<file path="src/rtl/score_keeper_if.sv">
// rtl/score_keeper_if.sv - goal/clear inputs and score display outputs of the score keeper
//
// Purpose: bundles the puck/goal-side inputs and the display-side outputs of
//   score_keeper so that both ends connect through one port.
// Signals:
//   p1_goal   1  level, high while the puck is in player 2's net
//   p2_goal   1  level, high while the puck is in player 1's net
//   clear     1  synchronous new-game request, active high
//   p1_ones   4  P1 units digit, BCD 0..9
//   p1_tens   3  P1 tens digit, 0..7
//   p2_ones   4  P2 units digit, BCD 0..9
//   p2_tens   3  P2 tens digit, 0..7
//   serve     1  one-cycle pulse when the lockout ends
//   game_over 1  high while the game is over
//   winner    2  00 none, 01 P1, 10 P2
// Modports:
//   master  goal logic / host side: drives goals and clear, reads the score
//   slave   score keeper side
interface score_keeper_if;
  logic       p1_goal;
  logic       p2_goal;
  logic       clear;
  logic [3:0] p1_ones;
  logic [2:0] p1_tens;
  logic [3:0] p2_ones;
  logic [2:0] p2_tens;
  logic       serve;
  logic       game_over;
  logic [1:0] winner;

  modport master (
    output p1_goal, p2_goal, clear,
    input  p1_ones, p1_tens, p2_ones, p2_tens, serve, game_over, winner
  );

  modport slave (
    input  p1_goal, p2_goal, clear,
    output p1_ones, p1_tens, p2_ones, p2_tens, serve, game_over, winner
  );
endinterface

</file>
<file path="src/rtl/score_keeper.sv">
// rtl/score_keeper.sv - air hockey score keeper with goal lockout and game-over detection
//
// Purpose: converts per-player goal sensor levels into BCD score digits for the
//   seven-segment scanner. A counted goal starts a lockout so one puck crossing
//   scores once; reaching WIN_SCORE ends the game.
// Parameters:
//   WIN_SCORE       score that ends the game, 1..79
//   LOCKOUT_CYCLES  clk cycles goals are ignored after a counted goal, >=1
// Ports:
//   clk    in  system clock, posedge
//   rst_n  in  synchronous active-low reset
//   bus    score_keeper_if.slave (goal/clear inputs, digit/serve/game_over/winner outputs)
module score_keeper #(
  parameter int WIN_SCORE      = 7,
  parameter int LOCKOUT_CYCLES = 16
) (
  input  logic                 clk,
  input  logic                 rst_n,
  score_keeper_if.slave        bus
);

  typedef enum logic [1:0] {
    ST_PLAY   = 2'd0,
    ST_SCORED = 2'd1,
    ST_OVER   = 2'd2
  } state_t;

  localparam int LP_CW = (LOCKOUT_CYCLES > 1) ? $clog2(LOCKOUT_CYCLES) : 1;
  localparam logic [LP_CW-1:0] LP_LOCK_LOAD = LP_CW'(LOCKOUT_CYCLES - 1);
  // Winning score in the same {tens, ones} BCD layout as the score registers.
  localparam logic [6:0] LP_WIN_BCD = {3'(WIN_SCORE / 10), 4'(WIN_SCORE % 10)};

  state_t           r_state;
  logic [LP_CW-1:0] r_lock_cnt;
  logic             r_p1_goal_q;
  logic             r_p2_goal_q;
  logic [3:0]       r_p1_ones;
  logic [2:0]       r_p1_tens;
  logic [3:0]       r_p2_ones;
  logic [2:0]       r_p2_tens;
  logic             r_serve;
  logic             r_game_over;
  logic [1:0]       r_winner;

  logic             w_p1_evt;
  logic             w_p2_evt;
  logic [6:0]       w_p1_next;
  logic [6:0]       w_p2_next;
  logic             w_p1_win;
  logic             w_p2_win;

  // BCD increment of a {tens, ones} pair. WIN_SCORE <= 79 keeps tens <= 7.
  function automatic logic [6:0] bcd_inc(input logic [6:0] v);
    if (v[3:0] == 4'd9) begin
      return {v[6:4] + 3'd1, 4'd0};
    end else begin
      return {v[6:4], v[3:0] + 4'd1};
    end
  endfunction

  always_comb begin
    w_p1_evt  = bus.p1_goal & ~r_p1_goal_q;
    w_p2_evt  = bus.p2_goal & ~r_p2_goal_q;
    w_p1_next = bcd_inc({r_p1_tens, r_p1_ones});
    w_p2_next = bcd_inc({r_p2_tens, r_p2_ones});
    w_p1_win  = (w_p1_next == LP_WIN_BCD);
    w_p2_win  = (w_p2_next == LP_WIN_BCD);
  end

  always_ff @(posedge clk) begin
    if (!rst_n) begin
      r_state     <= ST_PLAY;
      r_lock_cnt  <= '0;
      r_p1_goal_q <= 1'b0;
      r_p2_goal_q <= 1'b0;
      r_p1_ones   <= 4'd0;
      r_p1_tens   <= 3'd0;
      r_p2_ones   <= 4'd0;
      r_p2_tens   <= 3'd0;
      r_serve     <= 1'b0;
      r_game_over <= 1'b0;
      r_winner    <= 2'b00;
    end else begin
      // Edge registers track the sensors in every state, including during
      // clear, so a level held across a lockout or a new game never rescores.
      r_p1_goal_q <= bus.p1_goal;
      r_p2_goal_q <= bus.p2_goal;
      r_serve     <= 1'b0;

      if (bus.clear) begin
        r_state     <= ST_PLAY;
        r_lock_cnt  <= '0;
        r_p1_ones   <= 4'd0;
        r_p1_tens   <= 3'd0;
        r_p2_ones   <= 4'd0;
        r_p2_tens   <= 3'd0;
        r_game_over <= 1'b0;
        r_winner    <= 2'b00;
      end else begin
        case (r_state)
          ST_PLAY: begin
            if (w_p1_evt && !w_p2_evt) begin
              {r_p1_tens, r_p1_ones} <= w_p1_next;
              if (w_p1_win) begin
                r_state     <= ST_OVER;
                r_game_over <= 1'b1;
                r_winner    <= 2'b01;
              end else begin
                r_state    <= ST_SCORED;
                r_lock_cnt <= LP_LOCK_LOAD;
              end
            end else if (w_p2_evt && !w_p1_evt) begin
              {r_p2_tens, r_p2_ones} <= w_p2_next;
              if (w_p2_win) begin
                r_state     <= ST_OVER;
                r_game_over <= 1'b1;
                r_winner    <= 2'b10;
              end else begin
                r_state    <= ST_SCORED;
                r_lock_cnt <= LP_LOCK_LOAD;
              end
            end else if (w_p1_evt && w_p2_evt) begin
              // Simultaneous crossing is ambiguous: no point, but still lock out.
              r_state    <= ST_SCORED;
              r_lock_cnt <= LP_LOCK_LOAD;
            end
          end

          ST_SCORED: begin
            // Counter was loaded with LOCKOUT_CYCLES-1 on entry, so the state
            // is held for exactly LOCKOUT_CYCLES cycles before play resumes.
            if (r_lock_cnt == '0) begin
              r_state <= ST_PLAY;
              r_serve <= 1'b1;
            end else begin
              r_lock_cnt <= r_lock_cnt - 1'b1;
            end
          end

          ST_OVER: begin
            // Scores and winner frozen until clear or reset.
          end

          default: begin
            r_state <= ST_PLAY;
          end
        endcase
      end
    end
  end

  assign bus.p1_ones   = r_p1_ones;
  assign bus.p1_tens   = r_p1_tens;
  assign bus.p2_ones   = r_p2_ones;
  assign bus.p2_tens   = r_p2_tens;
  assign bus.serve     = r_serve;
  assign bus.game_over = r_game_over;
  assign bus.winner    = r_winner;

endmodule

</file>
<file path="src/flat_wrapper.sv">
// flat-port wrapper written by rule: the top's interface ports become plain ports
module score_keeper_flat 
#(
  parameter int WIN_SCORE      = 7,
  parameter int LOCKOUT_CYCLES = 16
)
  (clk, rst_n, bus_p1_goal, bus_p2_goal, bus_clear, bus_p1_ones, bus_p1_tens, bus_p2_ones, bus_p2_tens, bus_serve, bus_game_over, bus_winner);
  score_keeper_if bus_i ();
  input  logic clk;
  input  logic rst_n;
  input wire logic [$bits(bus_i.p1_goal)-1:0] bus_p1_goal;
  input wire logic [$bits(bus_i.p2_goal)-1:0] bus_p2_goal;
  input wire logic [$bits(bus_i.clear)-1:0] bus_clear;
  output wire logic [$bits(bus_i.p1_ones)-1:0] bus_p1_ones;
  output wire logic [$bits(bus_i.p1_tens)-1:0] bus_p1_tens;
  output wire logic [$bits(bus_i.p2_ones)-1:0] bus_p2_ones;
  output wire logic [$bits(bus_i.p2_tens)-1:0] bus_p2_tens;
  output wire logic [$bits(bus_i.serve)-1:0] bus_serve;
  output wire logic [$bits(bus_i.game_over)-1:0] bus_game_over;
  output wire logic [$bits(bus_i.winner)-1:0] bus_winner;
  assign bus_i.p1_goal = bus_p1_goal;
  assign bus_i.p2_goal = bus_p2_goal;
  assign bus_i.clear = bus_clear;
  assign bus_p1_ones = bus_i.p1_ones;
  assign bus_p1_tens = bus_i.p1_tens;
  assign bus_p2_ones = bus_i.p2_ones;
  assign bus_p2_tens = bus_i.p2_tens;
  assign bus_serve = bus_i.serve;
  assign bus_game_over = bus_i.game_over;
  assign bus_winner = bus_i.winner;
  score_keeper #(.WIN_SCORE(WIN_SCORE), .LOCKOUT_CYCLES(LOCKOUT_CYCLES)) u_core (.clk(clk), .rst_n(rst_n), .bus(bus_i));
endmodule
</file>
<file path="config.mk">
export PLATFORM = sky130hd
export DESIGN_NAME = score_keeper_flat
export DESIGN_NICKNAME = d
export VERILOG_FILES = /design/src/rtl/score_keeper_if.sv /design/src/rtl/score_keeper.sv /design/src/flat_wrapper.sv
export SDC_FILE = /design/constraint.sdc
export NUM_CORES = 1
export LEC_CHECK = 0
export BUFFER_PORTS_ARGS = -buffer_cell sky130_fd_sc_hd__buf_2
export CORE_ASPECT_RATIO = 1.75
export CORE_MARGIN = 2
export CORE_UTILIZATION = 40
export DETAILED_ROUTE_END_ITERATION = 10
export GPL_TIMING_DRIVEN = 0
export PLACE_DENSITY = 0.71
export SETUP_SLACK_MARGIN = 0.05
export SLEW_MARGIN = 20
export SYNTH_ARGS = -nofsm -noshare
export SYNTH_HDL_FRONTEND = slang
export SYNTH_SLANG_ARGS = --single-unit
</file>
<file path="constraint.sdc">
create_clock -name clk -period 2.4 [get_ports clk]
set_input_delay 0.24 -clock clk [delete_from_list [all_inputs] [get_ports clk]]
set_output_delay 0.24 -clock clk [all_outputs]
set_load 0.005 [all_outputs]
</file>
==> impl_metrics.ini, run 1 <==
[floorplanning]
die-width_um = 47.2
rows = 27
dieArea_um2 = 3750
chipHeight_um = 79.5
core_um2 = 3140
initial_utilization = 0.415
ioPinCount = 23

[timing]
hold_viol = 0
setup_tns_ps = 0
setup_ws_ps = 349
whs_ps = 186
slew_headroom = 0.644
finalSetupViolCount = 0
finalCritPeriodShare = 0.855
period_needed_ps = 2050
report.final.slew_viol_count = 0
timing.fmax_mhz = 488
fin_worst_skew_ps = 4.83
rsz0062_at_grt = no
tightestPinTransition_ps = 530

[route]
wl_per_cell_um = 12.3
final_antenna_net_count = 0
vias = 1080
initialDrtViolationCount = 24
viasPerCell = 5.22
drc = 0
drtPass1Iterations = 3
routed_wl_mm = 2.54

[worst_setup_path]
start_kind = register
end_kind = register
cp_max_fo = 8
critical_path_class = reg -> reg
worstSetupStartpoint = u_core.r_p1_goal_q$_SDFF_PN0_
rr_startpoint = u_core.r_p1_goal_q$_SDFF_PN0_
worstPathRequired_ps = 2590
crit_arrival_ps = 2250

[global_route]
grt_usage = 0.153
gr-usage-met3 = 0.0271
grt_max_degree = 15
antenna_found_initial = 0
grt_overflow = 0
grt_pass1_vias = 1017
use_met1 = 0.169
grt_pass1_wl_mm = 4.33
grt_busiest_layer = met2
grtUsageMet2 = 0.271

[power_and_ir_drop]
p_comb_frac = 0.112
clkPwrFrac = 0.341
vdd_ir_drop_max_uv = 327
power.net_switching_uw = 197
pwr-share-seq = 0.547
cellInternalPower_uw = 628
p_leak_uw = 0.000646
powerDensity_nw_per_um2 = 542
p_sw_frac = 0.239

[synth]
ys_types = 42
syn_area_um2 = 1300
synth_top_area_share = 0.399
synth_cells = 138
synth.top_cells.by_area = dfxtp_1, ha_1, nor2_1
syn_avg_cell_area_um2 = 9.45
synth_area_leader_cell = dfxtp_1
syn_nets = 149
yosys_warnings = 0
ys_seq_elements = 26
synth-seq-area-share = 0.399

[placement]
gp_congestion = 0.722
post-place-cells = 203
io_buffers = 22
place_ws_ps = 326
dp.final_hpwl_mm = 1.97

[layout]
multi_input_area_um2 = 727
finalNetCount = 176
finalNonFillerCells = 207
regArea_um2 = 520
mostFrequentLayoutCells = dfxtp_1, buf_2, nor2_1
area_growth_pct = 16.8
diodes = 0
drive_gt1_frac = 0.220
layout_commonest_cell = dfxtp_1
fillCellCount = 300

[hold_path]
hp-start = bus_p2_goal
hp-class = in -> reg

[clock_network]
clk_latency_ps = 270
cts_tree = yes
cts_inserted_buffers = 3
cts_root_buf = clkbuf_8
post_cts_buffers = 0
cts.sink_count = 26
cts.clk_slew.worst_paths_ps = 90
ctsHoldBuffers = 0
htree_levels = 1
ctsResizeCount = 0
clockBufferDepth = 2

[run_status]
status = completed

[job]
drv_cap = 0
[cells in the mapped netlist]
master and number:
clkbuf_4 1, nand3_2 1, nor3b_1 4, xor2_1 3, o32ai_2 1, mux2_2 1, nand4bb_1 1, clkbuf_1 1
nor2_1 13, o21ai_0 4, nand2b_1 6, a31oi_1 3, and3_1 2, a211oi_2 1, nor4b_4 1, nand3_1 3
a21oi_1 8, nor4_1 1, o21a_1 1, nand3b_1 1, and2_1 2, xnor2_1 4, ha_1 6, buf_6 1
a211oi_1 1, nor3_1 3, nand4b_1 1, or3_1 2, o31ai_1 2, dfxtp_1 26, nand2_1 7, nor4b_2 1
nand4b_4 1, nor2b_1 5, a311oi_1 2, a31o_1 1, nor4b_1 1, a221oi_2 1, a2111o_1 1, nand4_1 2
inv_1 9, mux2i_1 2
[routing by layer]
metal,routed length (µm),vias up
li1,-,545
met1,1060,509
met2,1350,21
met3,91,5
met4,42,0
met5,0,-
[metrics by stage]
| stage | area (µm²) | util | power, µW |
|---|---|---|---|
| 2_1_floorplan | 1300 | - | 531 |
| 3_3_place_gp | 1470 | 0.467 | 549 |
| 3_5_place_dp | 1470 | 0.467 | 554 |
| 4_1_cts | 1520 | 0.485 | 829 |
| 5_1_grt | 1520 | 0.485 | 858 |
| 6_report | 1520 | 0.485 | 826 |
[power by group through the flow]
stage	clock network [µW]	registers [µW]	logic, µW
2_1_floorplan	0	459	71.8
3_3_place_gp	0	460	88.8
3_5_place_dp	0	461	92.7
4_1_cts	284	451	93.5
5_1_grt	301	453	104
6_report	282	451	92.5
[area by class of cell]
cell class	count	area share
clock buffers	4	0.0362
multi-input cells	100	0.477
plain buffers	3	0.0148
flip-flops and latches	26	0.342
inverters	9	0.0222
well taps	43	0.0353
repair buffers	22	0.0723
[worst max-delay path, cell delays in order (launching register included)]
cell,delay (ps)
dfxtp_1,310
nand2b_1,120
inv_1,60
ha_1,300
nor4b_4,500
nand3_1,190
mux2_2,300
o32ai_2,180
[sequential cells by signal (all words and copies together), names as in the netlist]
name and count:
u_core.bus.game_over 1, u_core.bus.p1_tens 3, u_core.r_p2_goal_q 1, u_core.r_p1_goal_q 1, u_core.bus.p1_ones 4, u_core.bus.serve 1
u_core.bus.winner 2, u_core.bus.p2_tens 3, u_core.bus.p2_ones 4, u_core.r_state 2, u_core.r_lock_cnt 4
[final timing paths]
kind / endpoint / slack [ps] / depth (start not counted)
setup / recovery: u_core.bus.p2_ones[3]$_SDFFE_PP0P_ / 350 / 7
setup reg to reg: u_core.bus.p2_ones[3]$_SDFFE_PP0P_ / 350 / 7
hold / removal: u_core.r_p2_goal_q$_SDFF_PN0_ / 190 / 2
hold reg to reg: u_core.bus.game_over$_SDFFE_PP0P_ / 460 / 2
[cells by family after synthesis]
kind of cell | synth area share
xor+xnor | 0.0470
fa+ha+maj | 0.0576
mux | 0.0240
compound gates | 0.146
flops | 0.399
buf+inv | 0.0432
simple gates | 0.283
Note: power is estimated with default switching activity, not from simulation.
==> run 2, diff against run 1 <==
--- a/config.mk
+++ b/config.mk
@@ -7,11 +7,11 @@
 export LEC_CHECK = 0
 export BUFFER_PORTS_ARGS = -buffer_cell sky130_fd_sc_hd__buf_2
 export CORE_ASPECT_RATIO = 1.75
-export CORE_MARGIN = 2
-export CORE_UTILIZATION = 40
+export CORE_MARGIN = 4
+export CORE_UTILIZATION = 43
 export DETAILED_ROUTE_END_ITERATION = 10
 export GPL_TIMING_DRIVEN = 0
-export PLACE_DENSITY = 0.71
+export PLACE_DENSITY = 0.75
 export SETUP_SLACK_MARGIN = 0.05
 export SLEW_MARGIN = 20
 export SYNTH_ARGS = -nofsm -noshare
==> run 2 against run 1 <==
  * Die area grew 7.0%
  * Clock skew down 2.2 ps
  * Register-to-register slack got worse by 30 ps
  * Combinational power grew 1%
  * Critical path depth unchanged
  * Non-clock buffer count did not move
  * Sequential share of layout area grew 0.056 points
  * Wire length increased by 5.9%
  * Global-route usage is 1.2 points lower
  * Hold slack worse by 2.5 ps
  * Worst setup slack got worse by 34 ps
  * Fmax is 1.6% lower
  * Critical endpoint is now u_core.r_lock_cnt[1]$_SDFFE_PP0P_
  * Largest cell class unchanged
==> impl_metrics.ini, run 2 (synthesized netlist as in run 1, its figures left out) <==
[run_status]
status = completed

[layout]
area_growth_pct = 16.6
finalNetCount = 176
diodes = 0
layout_commonest_cell = dfxtp_1
drive_gt1_frac = 0.220
multi_input_area_um2 = 727
regArea_um2 = 520
fillCellCount = 289
mostFrequentLayoutCells = dfxtp_1, buf_2, nor2_1
utilization = 0.519

[clock_network]
clk_latency_ps = 270
clockBufferDepth = 2
cts_root_buf = clkbuf_8
cts_inserted_buffers = 3
cts_tree = yes
cts.clk_slew.worst_paths_ps = 90
post_cts_buffers = 0
ctsResizeCount = 0
cts.sink_count = 26
ctsHoldBuffers = 0
htree_levels = 1

[worst_setup_path]
crit_arrival_ps = 2280
start_kind = register
critical_path_class = reg -> reg
reg2reg_depth = 7
rr_startpoint = u_core.r_p2_goal_q$_SDFF_PN0_
r2r_end = u_core.r_lock_cnt[1]$_SDFFE_PP0P_
worstPathRequired_ps = 2590
end_kind = register
endpoint = u_core.r_lock_cnt[1]$_SDFFE_PP0P_
r2r_slack_ps = 320
worstSetupStartpoint = u_core.r_p2_goal_q$_SDFF_PN0_
cp_max_fo = 5

[route]
drtPass1Iterations = 4
final_antenna_net_count = 0
viasPerCell = 5.52
routed_wl_mm = 2.69
vias = 1060
drc = 0
initialDrtViolationCount = 27
wl_per_cell_um = 14.0

[timing]
slew_headroom = 0.658
period_needed_ps = 2080
rsz0062_at_grt = no
hold_viol = 0
timing.fmax_mhz = 480
setup_tns_ps = 0
whs_ps = 183
tightestPinTransition_ps = 509
fin_worst_skew_ps = 2.65
finalSetupViolCount = 0
finalCritPeriodShare = 0.869
report.final.slew_viol_count = 0

[global_route]
grt_overflow = 0
grt_usage = 0.141
grt_pass1_wl_mm = 4.45
antenna_found_initial = 0
grt_pass1_vias = 1045
grt_max_degree = 16

[hold_path]
hp-class = in -> reg
hp-start = bus_p1_goal

[floorplanning]
dieArea_um2 = 4010
initial_utilization = 0.445
core_um2 = 2930
chipHeight_um = 80.8
die-width_um = 49.6
ioPinCount = 23
rows = 26

[placement]
gp_congestion = 0.773
dp.final_hpwl_mm = 2.09
io_buffers = 22

[power_and_ir_drop]
p_leak_uw = 0.000653
powerDensity_nw_per_um2 = 595
p_total_uw = 905
vdd_ir_drop_max_uv = 317

[job]
drv_cap = 0
-- run 2: changes by cell type in the layout (fill, tap and decap cells not counted), sizes merged --
cell    delta
clkbuf     -1
bufinv     +1
-- run 2: routing by layer --
layer | GRT usage | vias to the layer above | share of wire
li1 | - | 542 | -
met1 | 0.144 | 498 | 0.39
met2 | 0.271 | 16 | 0.56
met3 | 0.0202 | 4 | 0.032
met4 | 0.0776 | 0 | 0.013
met5 | 0 | - | 0
-- run 2: worst min path at each step --
stage | end | cells after the start
floorplan | u_core.r_p1_goal_q$_SDFF_PN0_ | 1
detailed placement | u_core.bus.winner[1]$_SDFFE_PP0P_ | 2
finish | u_core.r_p1_goal_q$_SDFF_PN0_ | 2
global placement | u_core.bus.game_over$_SDFFE_PP0P_ | 2
global route | u_core.r_p1_goal_q$_SDFF_PN0_ | 2
CTS | u_core.r_p1_goal_q$_SDFF_PN0_ | 2
-- run 2: stage by stage --
| step | setup slack, ps | instances | cell area [µm²] |
|---|---|---|---|
| finish | 315 | 192 | 1520 |
| global route | 194 | 192 | 1520 |
| CTS | 293 | 192 | 1520 |
| detailed placement | 316 | 188 | 1450 |
| global placement | 358 | 188 | 1450 |
| floorplan | 515 | 138 | 1300 |
-- run 2: final cells by class --
| cell class | instances | area share |
|---|---|---|
| sequential | 26 | 0.342 |
| inverter | 9 | 0.0222 |
| tap | 28 | 0.0230 |
| buffer | 3 | 0.0148 |
| timing repair buffer | 22 | 0.0724 |
| clock buffer | 3 | 0.0272 |
| clock inverter | 1 | 0.0198 |
| multi-input combinational | 100 | 0.478 |
-- run 2: worst max-delay path, cell delays in order, from the launching register on --
cell,delay (ps)
dfxtp_1,310
nand2b_1,120
inv_1,60
ha_1,330
nor3b_1,170
a211oi_1,460
nand3_1,250
a221oi_2,310
-- run 2: where the power goes --
part           switching (µW)  internal [µW]
sequential               9.41            442
combinational            53.8           40.0
clock                     136            223
total                     200            705
==> run 3, diff against run 2 <==
--- a/config.mk
+++ b/config.mk
@@ -5,13 +5,13 @@
 export SDC_FILE = /design/constraint.sdc
 export NUM_CORES = 1
 export LEC_CHECK = 0
-export BUFFER_PORTS_ARGS = -buffer_cell sky130_fd_sc_hd__buf_2
 export CORE_ASPECT_RATIO = 1.75
 export CORE_MARGIN = 4
 export CORE_UTILIZATION = 43
 export DETAILED_ROUTE_END_ITERATION = 10
+export DONT_BUFFER_PORTS = 1
 export GPL_TIMING_DRIVEN = 0
-export PLACE_DENSITY = 0.75
+export PLACE_DENSITY = 0.69
 export SETUP_SLACK_MARGIN = 0.05
 export SLEW_MARGIN = 20
 export SYNTH_ARGS = -nofsm -noshare
==> run 3 against run 2 <==
  * Global-route usage decreased by 0.20 points
  * Critical path depth unchanged
  * Hold slack got worse by 96 ps
  * Via count decreased by 6.5%
  * Fmax increased by 0.21%
  * Clock power increased by 2%
  * Die area unchanged
  * Core utilization decreased by 3.8 points
  * Clock-buffer cell count unchanged
  * Total power about the same
  * Register-to-register slack about the same
  * Clock skew increased by 1.7 ps
  * Critical path type unchanged
  * Critical endpoint is now u_core.bus.p2_ones[3]$_SDFFE_PP0P_
  * Largest power group unchanged
  * Highest routed layer unchanged
==> impl_metrics.ini, run 3 (synthesized netlist as in run 1, its figures left out) <==
[route]
drtPass1Iterations = 4
final_antenna_net_count = 0
highest_layer = met4
routed_wl_mm = 2.57
wl_met3_um = 89
vias = 991
dr_wl_met2_mm = 1.41
wl_per_cell_um = 15.1
initialDrtViolationCount = 19
viasPerCell = 5.83
drc = 0
met1_length_mm = 1.02

[worst_setup_path]
critical_path.max_stage_delay_ps = 520
crit_arrival_ps = 2270
worstPathRequired_ps = 2590
slowest_stage = nor4b_4
end_kind = register
critical_path_class = reg -> reg
start_kind = register
cp_max_fo = 8
crit_path_cell_trace = nand2b_1 > inv_1 > ha_1 > nor4b_4 > nand3_1 > mux2_2 > o32ai_2

[power_and_ir_drop]
powerDensity_nw_per_um2 = 641
vdd_ir_drop_max_uv = 388
pwr-share-seq = 0.499
p_leak_uw = 0.000537
power.net_switching_uw = 203
p_comb_frac = 0.096
p_sw_frac = 0.224
p_total_uw = 905
cellInternalPower_uw = 702
clkPwrFrac = 0.405

[timing]
hold_viol = 0
tightestPinTransition_ps = 521
finalSetupViolCount = 0
fin_worst_skew_ps = 4.33
slew_headroom = 0.650
finalCritPeriodShare = 0.867
period_needed_ps = 2080
report.final.slew_viol_count = 0
timing.fmax_mhz = 481
rsz0062_at_grt = no
setup_tns_ps = 0

[floorplanning]
dieArea_um2 = 4010
rows = 26
initial_utilization = 0.445
chipHeight_um = 80.8
core_um2 = 2930
ioPinCount = 23
die-width_um = 49.6

[placement]
dp.final_hpwl_mm = 2.01
place_area_um2 = 1340
io_buffers = 0
gp_congestion = 0.785

[clock_network]
ctsHoldBuffers = 0
cts_tree = yes
htree_levels = 1
clk_latency_ps = 270
clockBufferDepth = 2
cts.clk_slew.worst_paths_ps = 90
cts.sink_count = 26
ctsResizeCount = 0
cts_inserted_buffers = 3
post_cts_buffers = 0
cts_root_buf = clkbuf_8

[job]
drv_cap = 0

[global_route]
grt_pass1_vias = 973
grt_overflow = 0
grt_usage = 0.139
antenna_found_initial = 0
grt_pass1_wl_mm = 4.29
grt_max_degree = 16

[layout]
layout_commonest_cell = dfxtp_1
drive_gt1_frac = 0.0986
area_growth_pct = 8.16
design_area_um2 = 1410
finalNetCount = 154
mostFrequentLayoutCells = dfxtp_1, nor2_1, inv_1
diodes = 0

[hold_path]
hp-class = in -> reg

[run_status]
status = completed
-- run 3: cell count changes in the layout (fill, tap and decap cells not counted), sizes merged --
cell  previous run  this run
buf             23         1
-- run 3: per-layer routing --
layer | GRT usage | vias to the layer above
met1 | 0.139 | 468
met5 | 0 | -
met2 | 0.259 | 17
met4 | 0.0859 | 0
met3 | 0.0294 | 4
li1 | - | 502
-- run 3: power by group through the flow --
stage                     registers [µW]  logic [µW]  clock network, µW
after floorplan                      459        71.8                  0
after global placement               461        83.5                  0
after detailed placement             462        87.2                  0
after CTS                            452        87.6                373
after global routing                 453        97.1                391
final                                452        86.9                366
-- run 3: layout make-up --
class / count / area (µm²)
sequential: 26 / 520
tap: 28 / 35.0
buffer: 3 / 22.5
clock buffer: 3 / 41.3
fill: 285 / 1520
clock inverter: 1 / 30.0
inverter: 9 / 33.8
multi-input combinational: 100 / 727
-- run 3: worst max-delay path, delay by kind of cell, from the launching register on --
family / cells / cell delay [ps]
AOI/OAI and AO/OA: 1 / 190
adders and majority gates: 1 / 300
muxes: 1 / 310
buffers and inverters: 1 / 60
and+or+nand+nor: 3 / 840
DFF: 1 / 310
-- run 3: worst paths after layout --
| check | from | to | slack [ps] | cells past startpoint |
|---|---|---|---|---|
| hold reg to reg | u_core.bus.winner[1]$_SDFFE_PP0P_ | u_core.bus.winner[1]$_SDFFE_PP0P_ | 480 | 2 |
| hold / removal | bus_p2_goal | u_core.r_p2_goal_q$_SDFF_PN0_ | 90 | 1 |
| setup reg to reg | u_core.r_p1_goal_q$_SDFF_PN0_ | u_core.bus.p2_ones[3]$_SDFFE_PP0P_ | 320 | 7 |
| setup / recovery | u_core.r_p1_goal_q$_SDFF_PN0_ | u_core.bus.p2_ones[3]$_SDFFE_PP0P_ | 320 | 7 |
-- run 3: through the flow --
step                instances  hold slack (ps)   util  setup WS (ps)
floorplan                 138              362      -            515
global placement          166              365  0.457            389
detailed placement        166              371  0.457            302
CTS                       170             87.4  0.482            292
global route              170             85.1  0.482            185
finish                    170             86.8  0.482            320
